--- src/rtl/dmem_stall_ctrl.sv ---
// Data-memory stage: word-organised RAM with a fixed multi-cycle load latency.
// Stall holds the PC and the writeback enable while a load is in flight.
module dmem_stall_ctrl #(
    parameter int unsigned DEPTH = 64,
    parameter int unsigned LAT   = 2
) (
    input  logic        clk,
    input  logic        reset,
    input  logic        MemRead,
    input  logic        MemWrite,
    input  logic        ByteOp,
    input  logic [31:0] Addr,
    input  logic [31:0] WriteData,
    output logic [31:0] ReadData,
    output logic        ReadValid,
    output logic        Stall,
    output logic        AddrErr
);

    localparam int unsigned AW = $clog2(DEPTH);
    localparam int unsigned CW = $clog2(LAT) + 1;

    typedef enum logic [1:0] {StIdle, StBusy, StDone} state_e;

    state_e          state_q, state_d;
    logic [CW-1:0]   cnt_q, cnt_d;
    logic [AW-1:0]   idx_q, idx_d;
    logic [1:0]      lane_q, lane_d;
    logic            byte_q, byte_d;
    logic [31:0]     rdata_q, rdata_d;
    logic            err_q, err_d;
    logic            stall;
    logic            wr_en;

    logic [31:0]     mem [DEPTH];

    logic            legal;
    logic [AW-1:0]   req_idx;
    logic [AW-1:0]   rd_idx;
    logic [1:0]      rd_lane;
    logic            rd_byte;
    logic [31:0]     rd_word;
    logic [31:0]     rd_val;

    assign req_idx = Addr[AW+1:2];
    assign legal   = (Addr[31:AW+2] == '0) && (ByteOp || (Addr[1:0] == 2'b00));

    // In IDLE the read path sees the live request so that LAT=1 can complete directly.
    assign rd_idx  = (state_q == StIdle) ? req_idx   : idx_q;
    assign rd_lane = (state_q == StIdle) ? Addr[1:0] : lane_q;
    assign rd_byte = (state_q == StIdle) ? ByteOp    : byte_q;
    assign rd_word = mem[rd_idx];
    assign rd_val  = rd_byte ? {24'h0, rd_word[{rd_lane, 3'b000} +: 8]} : rd_word;

    always_comb begin
        state_d = state_q;
        cnt_d   = cnt_q;
        idx_d   = idx_q;
        lane_d  = lane_q;
        byte_d  = byte_q;
        rdata_d = rdata_q;
        err_d   = 1'b0;
        stall   = 1'b0;
        wr_en   = 1'b0;
        unique case (state_q)
            StIdle: begin
                if (MemRead) begin
                    stall  = 1'b1;
                    idx_d  = req_idx;
                    lane_d = Addr[1:0];
                    byte_d = ByteOp;
                    if (!legal) begin
                        rdata_d = 32'h0;
                        err_d   = 1'b1;
                        state_d = StDone;
                    end else if (LAT == 1) begin
                        rdata_d = rd_val;
                        state_d = StDone;
                    end else begin
                        cnt_d   = CW'(LAT - 1);
                        state_d = StBusy;
                    end
                end else if (MemWrite) begin
                    if (legal) begin
                        wr_en = 1'b1;
                    end else begin
                        err_d = 1'b1;
                    end
                end
            end
            StBusy: begin
                stall = 1'b1;
                // Finishing on the last count value keeps Stall high for exactly LAT cycles.
                if (cnt_q <= CW'(1)) begin
                    cnt_d   = '0;
                    rdata_d = rd_val;
                    state_d = StDone;
                end else begin
                    cnt_d = cnt_q - 1'b1;
                end
            end
            StDone: begin
                state_d = StIdle;
            end
            default: begin
                state_d = StIdle;
            end
        endcase
    end

    always_ff @(posedge clk or negedge reset) begin
        if (!reset) begin
            state_q <= StIdle;
            cnt_q   <= '0;
            idx_q   <= '0;
            lane_q  <= 2'b00;
            byte_q  <= 1'b0;
            rdata_q <= 32'h0;
            err_q   <= 1'b0;
        end else begin
            state_q <= state_d;
            cnt_q   <= cnt_d;
            idx_q   <= idx_d;
            lane_q  <= lane_d;
            byte_q  <= byte_d;
            rdata_q <= rdata_d;
            err_q   <= err_d;
        end
    end

    always_ff @(posedge clk) begin
        if (wr_en && reset) begin
            if (ByteOp) begin
                mem[req_idx][{Addr[1:0], 3'b000} +: 8] <= WriteData[7:0];
            end else begin
                mem[req_idx] <= WriteData;
            end
        end
    end

    assign ReadData  = rdata_q;
    assign ReadValid = (state_q == StDone);
    assign Stall     = stall;
    assign AddrErr   = err_q;

endmodule

--- config.mk ---
export PLATFORM = sky130hd
export DESIGN_NAME = dmem_stall_ctrl
export DESIGN_NICKNAME = d
export VERILOG_FILES = /design/src/rtl/dmem_stall_ctrl.sv
export SDC_FILE = /design/constraint.sdc
export NUM_CORES = 2
export LEC_CHECK = 0
export ABC_AREA = 0
export CELL_PAD_IN_SITES_DETAIL_PLACEMENT = 1
export CELL_PAD_IN_SITES_GLOBAL_PLACEMENT = 2
export CORE_MARGIN = 4
export CORE_UTILIZATION = 38
export DETAILED_ROUTE_END_ITERATION = 16
export HOLD_SLACK_MARGIN = 0.1
export PLACE_DENSITY_LB_ADDON = 0.25
export RECOVER_POWER = 25
export SLEW_MARGIN = 40
export SYNTH_ARGS = -nofsm -noshare
export SYNTH_HDL_FRONTEND = slang
export SYNTH_SLANG_ARGS = --single-unit
export TNS_END_PERCENT = 30
--- constraint.sdc ---
create_clock -name clk -period 3.95 [get_ports clk]
set_input_delay 0.79 -clock clk [delete_from_list [all_inputs] [get_ports clk]]
set_output_delay 0.79 -clock clk [all_outputs]
set_load 0.005 [all_outputs]
Word-level counts from Yosys, hierarchy flattened

Memory sizes are Yosys's and may differ from the RTL's.
Index checks and enable logic that the tools add are counted.

Bits in latches: 0
Bits in registers: 46
RAM bits: 2,048
Input port bits: 69
Output and inout port bits: 35
Logic and storage cells: 127
Memories: 1
ROM bits: 0

Add/sub/neg operators: 2
Order comparisons: 1
Reductions and logical operators: 11
Div/mod/pow operators: 0
Multipliers: 0
Bitwise gates (word level): 32
Muxes and demuxes: 64
Shifts and indexed selects: 3
Equal/unequal tests: 6

Memories:

| memory | words | width | rd ports | clocked after Yosys merged registers in | wr ports | RTL line | source |
|---|---|---|---|---|---|---|---|
| mem    | 64    | 32    | 1        | 0                                       | 1        | 35       | `logic [31:0] mem [DEPTH];` |

Operators by type and width:

| operator                 | count |
|---|---|
| $mux W32                 | 5 |
| $pmux W32 S2             | 1 |
| $mux W1                  | 47 |
| $or A1 B1 Y1             | 32 |
| $shift A8 B7 Y32 const A | 1 |
| $shiftx A32 B6 Y8        | 1 |
| $shiftx A8 B7 Y32        | 1 |
| $logic_not A24 Y1        | 1 |
| $mux W2                  | 7 |
| $ne A2 B2 Y1 const B     | 4 |
| $pmux W2 S2              | 2 |
| $neg A5 Y7               | 1 |
| $mux W6                  | 1 |
| $logic_not A2 Y1         | 2 |
| $reduce_and A2 Y1        | 2 |
| $reduce_and A4 Y1        | 1 |
| $reduce_and A3 Y1        | 1 |
| $eq A2 B1 Y1 const B     | 1 |
| $eq A2 B2 Y1 const B     | 1 |
| $le A2 B1 Y1 const B     | 1 |
| $logic_and A1 B1 Y1      | 2 |
| $pmux W1 S2              | 1 |
| $reduce_bool A2 Y1       | 1 |
| $sub A2 B1 Y2 const B    | 1 |
| $logic_or A1 B1 Y1       | 1 |

Logic depth before layout (Yosys ltp)

Word-level depth: 11
Mapped depth: 16
Gate-level depth less buffers: 9

Worst setup path before layout

No wires, ideal clock.

Kind: in2reg
Start: in Addr[0]
End: mem mem[0][10], data pin
Library setup time: 366 ps
Setup slack: 124 ps
Arrival time: 3,460 ps
Stages on the path: 8
Required time: 3,584 ps
Path buffers: 1
Cells stage by stage: inv_1 ha_1 o2111ai_1 nor2_1 nand2_1 nor4_1 clkbuf_1 a22o_1

Cells in the longest elaborated chain, start to end: 11
Elaborated cells on any way between the ends: 13
Those cells by class: 1 x add/sub; 1 x shift; 7 x mux; 4 x reduce/logical

Ends and longest elaborated chain:

| item                          | RTL line | source |
|---|---|---|
| from (decl)                   | 12       | `input logic [31:0] Addr,` |
| $logic_not A2 Y1              | 46       | `assign legal = (Addr[31:AW+2] == '0) && (ByteOp \|\| (Addr[1:0] == 2'b00));` |
| $logic_or A1 B1 Y1            | 46       |  |
| $logic_and A1 B1 Y1           | 46       |  |
| $mux W1                       | 84       | `if (legal) begin` |
| $mux W1                       | 83       | `end else if (MemWrite) begin` |
| $mux W1                       | 67       | `if (MemRead) begin` |
| $mux W1                       | 65       | `unique case (state_q)` |
| $logic_and A1 B1 Y1           | 132      | `if (wr_en && reset) begin` |
| $mux W1                       | 132      |  |
| $mux W1 (not written as such) | 136      | `mem[req_idx] <= WriteData;` |
| $mux W1 (no source line) (*)  | n/a      |  |
| to (decl)                     | 35       |  |

Mark *: on every way between the ends. The rest lies on a longest branch, timed or not.

Worst setup path in the final report

Start: in Addr[2]
End: reg rdata_q[6], in the netlist ReadData[6]

Cells in the longest elaborated chain, start to end: 6

Ends and longest elaborated chain:

| item                 | RTL line | source |
|---|---|---|
| $mux W6 (*)          | 49       | `assign rd_idx = (state_q == StIdle) ? req_idx : idx_q;` |
| $mem_v2 Z64 W32 (*)  | n/a      |  |
| $shiftx A32 B6 Y8    | 53       | `assign rd_val = rd_byte ? {24'h0, rd_word[{rd_lane, 3'b000} +: 8]} : rd_word;` |
| $mux W32 (*)         | 53       |  |
| $mux W32 (*)         | 94       | `if (cnt_q <= CW'(1)) begin` |
| $pmux W32 S2 (*)     | 65       |  |
| to (signal assigned) | 126      | `rdata_q <= rdata_d;` |
| to (decl)            | 30       | `logic [31:0] rdata_q, rdata_d;` |

Mark *: on every way between the ends. The rest lies on a longest branch, timed or not. The select of a mux whose other input is x is not followed.
A chain may end at the register's enable or synchronous reset.

==> summary.md <==
| Metric | Value |
|---|---|
| Final Hold Viols | 0 |
| Vias/cell | 5.85 |
| Clock transition at path regs | 70 ps |
| Most used DFF post-synth | edfxtp_1 |
| Count leader, synth | edfxtp_1 |
| # setup viols final | 4 |
| Avg Cell Area, Syn | 15.0 sq um |
| Synth Instances | 5676 |
| Num CTS Buffers | 217 |
| CP Launch Type | input pin |
| Post-Synth Simple-Gate Area | a little under a tenth |
| RSZ-0062 raised after global routing | true |
| Io pins | 104 |
| First-pass GRT wire length | 476000 um |
| CTS Buffer Depth | 3 |
| WP data required | 4750 ps |
| Yosys top cell area share | 72.3% |
| Area Growth Syn to Fin | 25.9% |
| Detailed-route via count | 58900 |
| Max-slew violations | 34 |
| Row cnt | approximately 170 |
| PD cells | between 400 and 500 nW/um^2 |
| Final instance area | 107000 sq um |
| Overall Global Routing Usage | 29.2% |
| Final Cycle Share | 101% |
| Max VDD drop | 0.483 mV |
| Largest family of logic cells by synthesized area | simple AND/OR/NAND/NOR gates |
| Top fanout value on the critical path | 28 |
| Sequential share of the synthesized area | 73.6% |
| Full die area | between 200000 and 250000 sq um |
| Multiplexer share of the synthesized area | 6.64% |
| Die W | about 480 um |
| Arr. time, crit path | 4790 ps |
| Pin count of the biggest net entering global routing | 65 |
| Mapped Area | approximately 85000 sq um |
| Max-slew headroom | -42.0% |
| Setup crit end kind | flop |
| H-tree Lvls | 4 |
| Final WS setup | -36.2 ps |
| EDFF count, synth | 2048 |
| Hold Path Class | flop to flop |
| Initial antenna violation count | 20 |
| Least-Margin Pin Slew | 2130 ps |
| Die height | 481 um |
| Leakage | 0.0372 uW |
| Post-synth ARST share | 2.20% |
| Failing checks | capacitance limit, slew limit, setup timing |
| Fill count | 22000 |
| Nets | around 7000 |
| Synth Area in Compound Gates | 7.75% |
| Grt ovf | 0 |
| Syn nets | about 5800 |
| Placer Congestion | about 0.95 |
| Post-Synth XOR/XNOR Area | 0% |
| Routed WL per cell | approximately 34 um |
| Status | finished, violations left |
| Placed cells | between 9000 and 10000 |
| Share of post-route cells with drive strength above 1 | 25.1% |
| Synth Area in Adders | 0.0735% |
| Post-Layout Cell Count | 10100 |
| Sink Count | between 2000 and 2500 |
| F_max | 0.251 GHz |
| Worst-Skew Late Latency | around 900 ps |
| PortBufs | 103 |
| Top cells by count, synth | edfxtp_1, nand2_1, nor2_1 |
| R2R Setup Slk | -10 ps |
| DRC Markers | 0 |
| Starting Density | 38.3% |
| Root Driver | clkbuf_16 |
| Final ANT Viol Nets | 0 |
| Initial drt markers | 6331 |
| Netlist cell types | 100 |
| Router iterations before antenna repair | 5 |
| Largest cells by area after synthesis | edfxtp_1, mux2i_1, nand2_1 |
| TritonCTS clock tree | done |
| Number of global-route vias before repair | 60000 |
| YS warnings | 0 |
| Routed Wire Length | between 300000 and 400000 um |
| Placed cell area | 100000 sq um |
| Core area | ~220000 sq um |
| Max-cap viol count | 1 |
| Top cell type by total area after synthesis | edfxtp_1 |
| Minimum clock period | roughly 4000 ps |
| Synth Register Bits | around 2100 |
| Crit path kind | input pin to flop |
| Final Skew | 42.7 ps |
| HPWL Detailed | 248000 um |
-- flip-flops by register name, indices dropped and copies added (netlist names) --
register / flops
idx_q: 6
ReadData: 32
lane_q: 2
byte_q: 1
mem: 2048
AddrErr: 1
cnt_q: 2
state_q: 2
-- critical path, stage by stage --
cell and delay (ps):
clkdlybuf4s50_1 580, nor3b_2 280, nor2_4 600, buf_12 350, buf_4 220, nand2_1 60
nand3_1 80, a31oi_1 90, buf_4 170, nor4_2 530, buf_4 240, a2bb2oi_1 160
buf_4 140, a31oi_1 180, o31ai_1 250
-- layout by cell type, fill, tap and decap left out, drive strengths merged, types with 46 or more instances in the layout --
cell type	n
a21oi	121
o22ai	103
mux2i	356
nor2	385
nand3	259
nand2	882
clkdlybuf4s50	68
dfrtp	46
mux4	75
edfxtp	2048
clkinv	92
o21ai	135
a211oi	105
buf	1179
clkbuf	367
a31oi	105
and3	88
a32oi	50
-- metal layers --
metal / routed length, um / vias up / GRT usage, %
met1: 137000 / 31200 / 38.8
li1: - / 24500 / -
met4: 18700 / 6 / 13.3
met2: 160000 / 2589 / 46.9
met3: 26200 / 606 / 5.48
met5: 34 / - / 0
-- per-stage QoR --
stage	hold WS [ps]	utilization, %	setup WS, ps	total power (uW)	TNS, ps
3_5_place_dp	485	45.2	-1050	32100	-912220
5_1_grt	543	48.2	-74.7	54400	-14890
4_1_cts	395	48.5	29.9	53200	0
6_report	503	48.2	-36.2	53000	-59.4
3_3_place_gp	467	45.1	-1170	32000	-940420
2_1_floorplan	450	-	124	27800	0
-- kinds of logic (layout without fill, tap and decap cells) --
group,after synthesis,in the layout
buffers and inverters,388,1796
muxes,466,466
DFF,2094,2094
adders and majority gates,5,5
and+or+nand+nor,1798,1798
AOI/OAI and AO/OA,925,925
other,0,11
-- final timing paths --
path / to / depth (start not counted) / start
max in group asynchronous: idx_q[4] / 4 / reset
min in group asynchronous: AddrErr / 3 / reset
setup reg to reg: ReadData[6] / 14 / state_q[0]
hold / removal: cnt_q[0] / 2 / cnt_q[0]
setup / recovery: ReadData[6] / 15 / Addr[2]
hold reg to reg: cnt_q[0] / 2 / cnt_q[0]
-- timing repair --
| action | CTS | global route |
|---|---|---|
| endpoints found under the hold margin | 13 | 0 |
| pin swaps | 1 | 2 |
| setup buffers | 3 | 0 |
| cloned | 0 | 0 |
| hold buffers | 1 | 0 |
| resized for setup | 9 | 12 |
| endpoints found under the setup margin | 9 | 8 |
-- report_power, final --
group | internal [uW] | leakage, uW | total, uW | switching [uW]
combinational | 2820 | 0.0154 | 7410 | 4580
clock | 12200 | 0.00356 | 21300 | 9020
sequential | 24300 | 0.0182 | 24300 | 25.5
total | 39400 | 0.0372 | 53000 | 13600
-- final cells by class --
| cell class | instances | area (sq um) | area share, % |
|---|---|---|---|
| sequential | 2094 | 62700 | 58.4 |
| multi-input combinational | 3194 | 20600 | 19.2 |
| timing repair buffer | 1377 | 12800 | 12.0 |
| clock buffer | 273 | 5750 | 5.37 |
| tap | 2975 | 3720 | 3.47 |
| clock inverter | 133 | 1590 | 1.49 |
| inverter | 13 | 48.8 | 0.0455 |
| antenna | 11 | 27.5 | 0.0257 |
(Power assumes the default switching activity.)
